==> src/rtl/ysyx_23060187_wbu.sv <==
// Write-back stage: one instruction in flight, optional store over a write-only AXI-lite channel, then RF write + commit pulse.
// Optional store-response watchdog is enabled by defining YSYX_23060187_WBU_TIMEOUT_EN.
module ysyx_23060187_wbu #(
  parameter logic [7:0] TIMEOUT_CYC = 8'd255
) (
  input  logic        clk,
  input  logic        rst,
  input  logic        exu_valid,
  output logic        wbu_ready,
  input  logic        reg_wen,
  input  logic [31:0] reg_waddr,
  input  logic [31:0] reg_wdata,
  input  logic        mem_wen,
  input  logic [31:0] mem_waddr,
  input  logic [31:0] mem_wdata,
  input  logic [3:0]  mem_wstrb,
  output logic        aw_valid,
  input  logic        aw_ready,
  output logic [31:0] aw_addr,
  output logic [31:0] w_data,
  output logic [3:0]  w_strb,
  input  logic        b_valid,
  input  logic [1:0]  b_resp,
  output logic        b_ready,
  output logic        rf_wen,
  output logic [4:0]  rf_waddr,
  output logic [31:0] rf_wdata,
  output logic        commit_valid,
  output logic        err
);

  typedef enum logic [1:0] {
    IDLE     = 2'd0,
    MEM_REQ  = 2'd1,
    MEM_RESP = 2'd2,
    COMMIT   = 2'd3
  } state_t;

  state_t      state_r, state_s;
  logic        reg_wen_r;
  logic [4:0]  reg_waddr_r;
  logic [31:0] reg_wdata_r;
  logic [31:0] mem_waddr_r;
  logic [31:0] mem_wdata_r;
  logic [3:0]  mem_wstrb_r;
  logic        err_r;
  logic        err_set_s;
  logic        to_set_s;
  logic        to_r;
  logic        accept_s;

  assign accept_s = (state_r == IDLE) && exu_valid;

`ifdef YSYX_23060187_WBU_TIMEOUT_EN
  logic [7:0] cnt_r;

  // Watchdog counter and "this instruction timed out" flag
  always_ff @(posedge clk or negedge rst) begin
    if (!rst) begin
      cnt_r <= 8'd0;
      to_r  <= 1'b0;
    end else begin
      if ((state_r == MEM_REQ) || (state_r == MEM_RESP)) begin
        cnt_r <= cnt_r + 8'd1;
      end else begin
        cnt_r <= 8'd0;
      end
      if (accept_s) begin
        to_r <= 1'b0;
      end else if (to_set_s) begin
        to_r <= 1'b1;
      end else begin
        to_r <= to_r;
      end
    end
  end
`else
  logic unused_s;
  assign unused_s = ^{TIMEOUT_CYC, to_set_s};
  assign to_r = 1'b0;
`endif

  logic unused_addr_s;
  assign unused_addr_s = ^reg_waddr[31:5];

  // State register, captured instruction and sticky error flag
  always_ff @(posedge clk or negedge rst) begin
    if (!rst) begin
      state_r     <= IDLE;
      reg_wen_r   <= 1'b0;
      reg_waddr_r <= 5'd0;
      reg_wdata_r <= 32'd0;
      mem_waddr_r <= 32'd0;
      mem_wdata_r <= 32'd0;
      mem_wstrb_r <= 4'd0;
      err_r       <= 1'b0;
    end else begin
      state_r <= state_s;
      if (accept_s) begin
        reg_wen_r   <= reg_wen;
        reg_waddr_r <= reg_waddr[4:0];
        reg_wdata_r <= reg_wdata;
        mem_waddr_r <= mem_waddr;
        mem_wdata_r <= mem_wdata;
        mem_wstrb_r <= mem_wstrb;
      end else begin
        reg_wen_r   <= reg_wen_r;
        reg_waddr_r <= reg_waddr_r;
        reg_wdata_r <= reg_wdata_r;
        mem_waddr_r <= mem_waddr_r;
        mem_wdata_r <= mem_wdata_r;
        mem_wstrb_r <= mem_wstrb_r;
      end
      if (err_set_s) begin
        err_r <= 1'b1;
      end else begin
        err_r <= err_r;
      end
    end
  end

  // Next-state and output decode from the state register
  always_comb begin
    state_s      = state_r;
    aw_valid     = 1'b0;
    b_ready      = 1'b0;
    rf_wen       = 1'b0;
    commit_valid = 1'b0;
    err_set_s    = 1'b0;
    to_set_s     = 1'b0;
    case (state_r)
      IDLE: begin
        if (exu_valid) begin
          state_s = mem_wen ? MEM_REQ : COMMIT;
        end else begin
          state_s = IDLE;
        end
      end
      MEM_REQ: begin
        aw_valid = 1'b1;
        if (aw_ready) begin
          state_s = MEM_RESP;
        end else begin
          state_s = MEM_REQ;
        end
      end
      MEM_RESP: begin
        b_ready = 1'b1;
        if (b_valid) begin
          state_s   = COMMIT;
          err_set_s = (b_resp != 2'b00);
        end else begin
          state_s = MEM_RESP;
        end
      end
      COMMIT: begin
        commit_valid = 1'b1;
        rf_wen       = reg_wen_r && (reg_waddr_r != 5'd0) && !to_r;
        state_s      = IDLE;
      end
      default: begin
        state_s = IDLE;
      end
    endcase
`ifdef YSYX_23060187_WBU_TIMEOUT_EN
    // Watchdog expiry abandons the store and retires without an RF write
    if (((state_r == MEM_REQ) || (state_r == MEM_RESP)) && (cnt_r == TIMEOUT_CYC)) begin
      state_s   = COMMIT;
      aw_valid  = 1'b0;
      b_ready   = 1'b0;
      err_set_s = 1'b1;
      to_set_s  = 1'b1;
    end else begin
      to_set_s  = 1'b0;
    end
`endif
  end

  assign wbu_ready = (state_r == IDLE);
  assign aw_addr   = mem_waddr_r;
  assign w_data    = mem_wdata_r;
  assign w_strb    = mem_wstrb_r;
  assign rf_waddr  = reg_waddr_r;
  assign rf_wdata  = reg_wdata_r;
  assign err       = err_r;

endmodule

==> config.mk <==
export PLATFORM = sky130hd
export DESIGN_NAME = ysyx_23060187_wbu
export DESIGN_NICKNAME = d
export VERILOG_FILES = /design/src/rtl/ysyx_23060187_wbu.sv
export SDC_FILE = /design/constraint.sdc
export NUM_CORES = 1
export LEC_CHECK = 0
export ABC_CLOCK_PERIOD_IN_PS = 3200
export CELL_PAD_IN_SITES_DETAIL_PLACEMENT = 1
export CELL_PAD_IN_SITES_GLOBAL_PLACEMENT = 1
export CORE_ASPECT_RATIO = 1.75
export CORE_MARGIN = 8
export CORE_UTILIZATION = 31
export DETAILED_ROUTE_END_ITERATION = 10
export GPL_TIMING_DRIVEN = 0
export PLACE_DENSITY_LB_ADDON = 0.1
export SLEW_MARGIN = 5
export SYNTH_ARGS = -nofsm -noshare
export SYNTH_HDL_FRONTEND = slang
export SYNTH_SLANG_ARGS = --single-unit
export TNS_END_PERCENT = 5
==> constraint.sdc <==
create_clock -name clk -period 3.2 [get_ports clk]
set_input_delay 0.48 -clock clk [delete_from_list [all_inputs] [get_ports clk]]
set_output_delay 0.48 -clock clk [all_outputs]
set_load 0.03 [all_outputs]
==> reports/results.env <==
SYNTH.CELL_AREA_UM2=4273
FIRST_GLOBAL_VIAS=3463
OUTCOME='finished, final reports clean'
LAYOUT.NETS=620
SYNTH.CELLS.MOST_FREQUENT='sky130_fd_sc_hd__dfrtp_1, sky130_fd_sc_hd__mux2_2, sky130_fd_sc_hd__mux2_4'
SYNTH.TOP_CELLS.BY_AREA='sky130_fd_sc_hd__dfrtp_1, sky130_fd_sc_hd__mux2_2, sky130_fd_sc_hd__mux2_4'
FP.DIEAREA_UM2=17940
FIN_TNS_SETUP_NS=0
POST_SYNTH_MUX_AREA_SHARE=0.3168
CLKSINKCOUNT=109
FMAXACHIEVABLE_MHz=389.7
SHARE_OF_FINAL_LAYOUT_STANDARD_CELLS_STRONGER_THAN_DRIVE_STRENGTH_1=0.2831
GLOBALROUTETOTALUTIL=0.1470
WORST_EP_REQUIRED_TIME_NS=2.72
DP_SLACK_NS=0.9777
GRT_PASS1_WL_UM=20330
SYNTHARSTFLOPSHARE=1.000
SYNTH_TO_FINAL_AREA_CHANGE_PCT=65.53
INITIAL_STANDARD_CELL_UTILIZATION_OF_THE_CORE=0.3120
MAPPEDNETLISTNETS=384
FINAL_CORE_UTILIZATION=0.5165
TIMING.CRITICAL_PATH.FROM_TYPE='flip-flop'
CTS_RESIZED=0
WORST_SLEW_PIN_SLEW_NS=0.4537
CLK_LATENCY_NS=0.34
SYNTHESIS.INSTANCES=243
DIE_HEIGHT_UM=171.3
FINALWORSTPATHREQUIREDPERIOD_NS=2.566
MULTI_INPUT_COMB_AREA_UM2=1440
YS_SEQ_AREA_FRAC=0.6384
FINAL_MIN_PERIOD_OVER_CLOCK_PERIOD=0.8019
TIMING.CRITICAL_PATH.ARRIVAL_NS=2.09
POST_CTS_BUFFERS=0
MIN_SETUP_SLACK_POST_ROUTE_NS=0.6340
NUMBER_OF_MAX_SLEW_VIOLATIONS_IN_THE_FINAL_REPORT=0
CLOCK-ROOT-BUFFER='sky130_fd_sc_hd__clkbuf_16'
TIMING.HOLD.WORST.CLASS='primary input to async pin'
IO_PINS=252
SYNTH_ENABLE_FLOP_CELLS=0
DIE_WIDTH_UM=104.8
POSTSYNTHREGISTERBITS=109
CTS_TREE='built'
SYNTH_WARNINGS=0
FIN_SKEW_NS=0.01042
PATH_CELLS='or4_1, o211a_1, clkdlybuf4s50_1'
CTS_MAX_LEVEL=3
GRT_SETUP_UNREPAIRED='no'
ROW_COUNT=57
CP_MAX_FO=3
POST_DETAIL_PLACE_HPWL_UM=10290
DESIGN.CORE.AREA_UM2=13690
DPL-INSTANCE-AREA_UM2=6765
NETLIST.AREA_LEADER.SHARE=0.6384
GRT_OVERFLOW=0
POWER_W=0.008165
WORST_PATH_MAX_DELAY_CELL='sky130_fd_sc_hd__clkdlybuf4s50_1'
POSTROUTEWIRELENGTH_UM=12950
SETUP-VIOLATIONS-FINAL=0
SYNTH_XOR_AREA_FRAC=0
DRT_FIRST_PASS_ITERS=2
AVGROUTEDWIREPERCELL_UM=19.59
CRITICAL_PATH_BUF_INV_COUNT=1
SYNTH_MOST_COMMON_CELL='sky130_fd_sc_hd__dfrtp_1'
ANTENNA-DIODE-COUNT=0
SYNTH_COMPOUND_GATE_AREA_SHARE=0.008492
MAXCAPVIOLATIONS=0
PEAKVDDDROP_V=0.0004692
AVGSYNTHCELLAREA_UM2=17.58
INITIALDRTVIOLATIONCOUNT=56
TIMING.SETUP.CRITICAL_PATH_CLASS='flip-flop to output port'
REGAREA_UM2=2728
LARGEST_STAGE_DELAY_ON_THE_CRITICAL_PATH_NS=0.60
SYNTHESIZED_AREA_FRACTION_OCCUPIED_BY_AND_OR_NAND_NOR_CELLS=0.01171
P_LEAK_nW=2.979
SYNTH.LARGEST_AREA_CELL='sky130_fd_sc_hd__dfrtp_1'
TRITONCTS_BUFFER_COUNT=9
WORSTSETUPENDPOINTTYPE='output port'
SYNTH_TOP_FAMILY_BY_AREA='multiplexers'
REMAINING_DRC_ERRORS=0
ANTENNA_FOUND_INITIAL=0
HOLDBUFCOUNTCTS=0
CRITPATHTOPFAMILY='buffers and inverters'
GRT_MAX_DEGREE=65
ROUTE.VIAS.TOTAL=2923
MAX_SLEW_MARGIN=0.6975
SYNTHFLOPTYPE='sky130_fd_sc_hd__dfrtp_1'
FILLER_CELL_COUNT=1404
REPORT.FINAL.HOLD_VIOL_COUNT=0
POST_DRT_VIA_CELL_RATIO=4.422
WORST_SETUP_HOLD_PATH_CLK_SLEW_NS=0.08
IO_BUFFER_COUNT=224
POWER_DENSITY_nW_PER_UM2=1154
ROUTABILITYCONGESTION=0.6710
ADDER_CELL_FRACTION_OF_SYNTH_AREA=0
SYNTH_CELL_TYPE_COUNT=20
DRT.ANTENNA.VIOLATING_NETS=0
CLOCKBUFFERDEPTH=2
FINAL_AREA_UM2=7073
==> layer usage <==
metal	wire length (um)	GRT usage	up-vias
met4	144	0.04182	0
li1	-	-	1322
met2	7398	0.2775	121
met3	931	0.05401	11
met5	0	0	-
met1	4474	0.1461	1469
==> stage by stage <==
step / std cells / hold WS (ns)
final: 661 / 0.05387
after global routing: 661 / 0.07691
after CTS: 661 / 0.06615
after detailed placement: 645 / 0.4503
after global placement: 644 / 0.4586
after floorplan: 243 / 0.1844
==> state kept, by name (all words and copies together) (netlist names) <==
name       cells
aw_addr       32
err            1
reg_wen_r      1
rf_waddr       5
rf_wdata      32
state_r        2
w_data        32
w_strb         4
==> logic make-up after synthesis <==
kind of cell	count (synthesis)
AOI/OAI and AO/OA	5
buffers and inverters	14
muxes	107
and+or+nand+nor	8
DFF	109
==> worst paths after layout <==
kind / from / endpoint / slack (ns) / cells past startpoint
min: rst / aw_addr[23]$_DFFE_PN0P_ / 0.05 / 1
min in group clk: err$_DFFE_PN0P_ / err$_DFFE_PN0P_ / 0.49 / 1
max: rf_waddr[3]$_DFFE_PN0P_ / rf_wen / 0.63 / 3
max in group asynchronous: rst / w_data[24]$_DFFE_PN0P_ / 2.48 / 2
min reg2reg: err$_DFFE_PN0P_ / err$_DFFE_PN0P_ / 0.49 / 1
max reg2reg: state_r[1]$_DFF_PN0_ / rf_wdata[19]$_DFFE_PN0P_ / 1.53 / 6
==> power breakdown <==
| part | switching (W) | internal, W |
|---|---|---|
| clock | 0.000513 | 0.000640 |
| sequential | 0.000377 | 0.00208 |
| combinational | 0.00233 | 0.00222 |
==> cell usage in the layout, fill, tap and decap left out, types with 2 or more instances in the layout <==
| cell | n |
|---|---|
| sky130_fd_sc_hd__mux2_4 | 40 |
| sky130_fd_sc_hd__inv_6 | 3 |
| sky130_fd_sc_hd__buf_6 | 7 |
| sky130_fd_sc_hd__clkdlybuf4s50_1 | 223 |
| sky130_fd_sc_hd__dfrtp_1 | 109 |
| sky130_fd_sc_hd__clkbuf_16 | 9 |
| sky130_fd_sc_hd__mux2_2 | 66 |
| sky130_fd_sc_hd__buf_2 | 6 |
| sky130_fd_sc_hd__inv_1 | 2 |
==> area by class of cell <==
cell class	count	share of cell area
buffer	12	0.01380
clock buffer	11	0.03432
clock inverter	5	0.009199
inverter	2	0.001061
multi-input combinational	120	0.2036
sequential	109	0.3856
tap	177	0.03131
timing repair buffer	225	0.3211
Power figures use the tool's default switching activity.
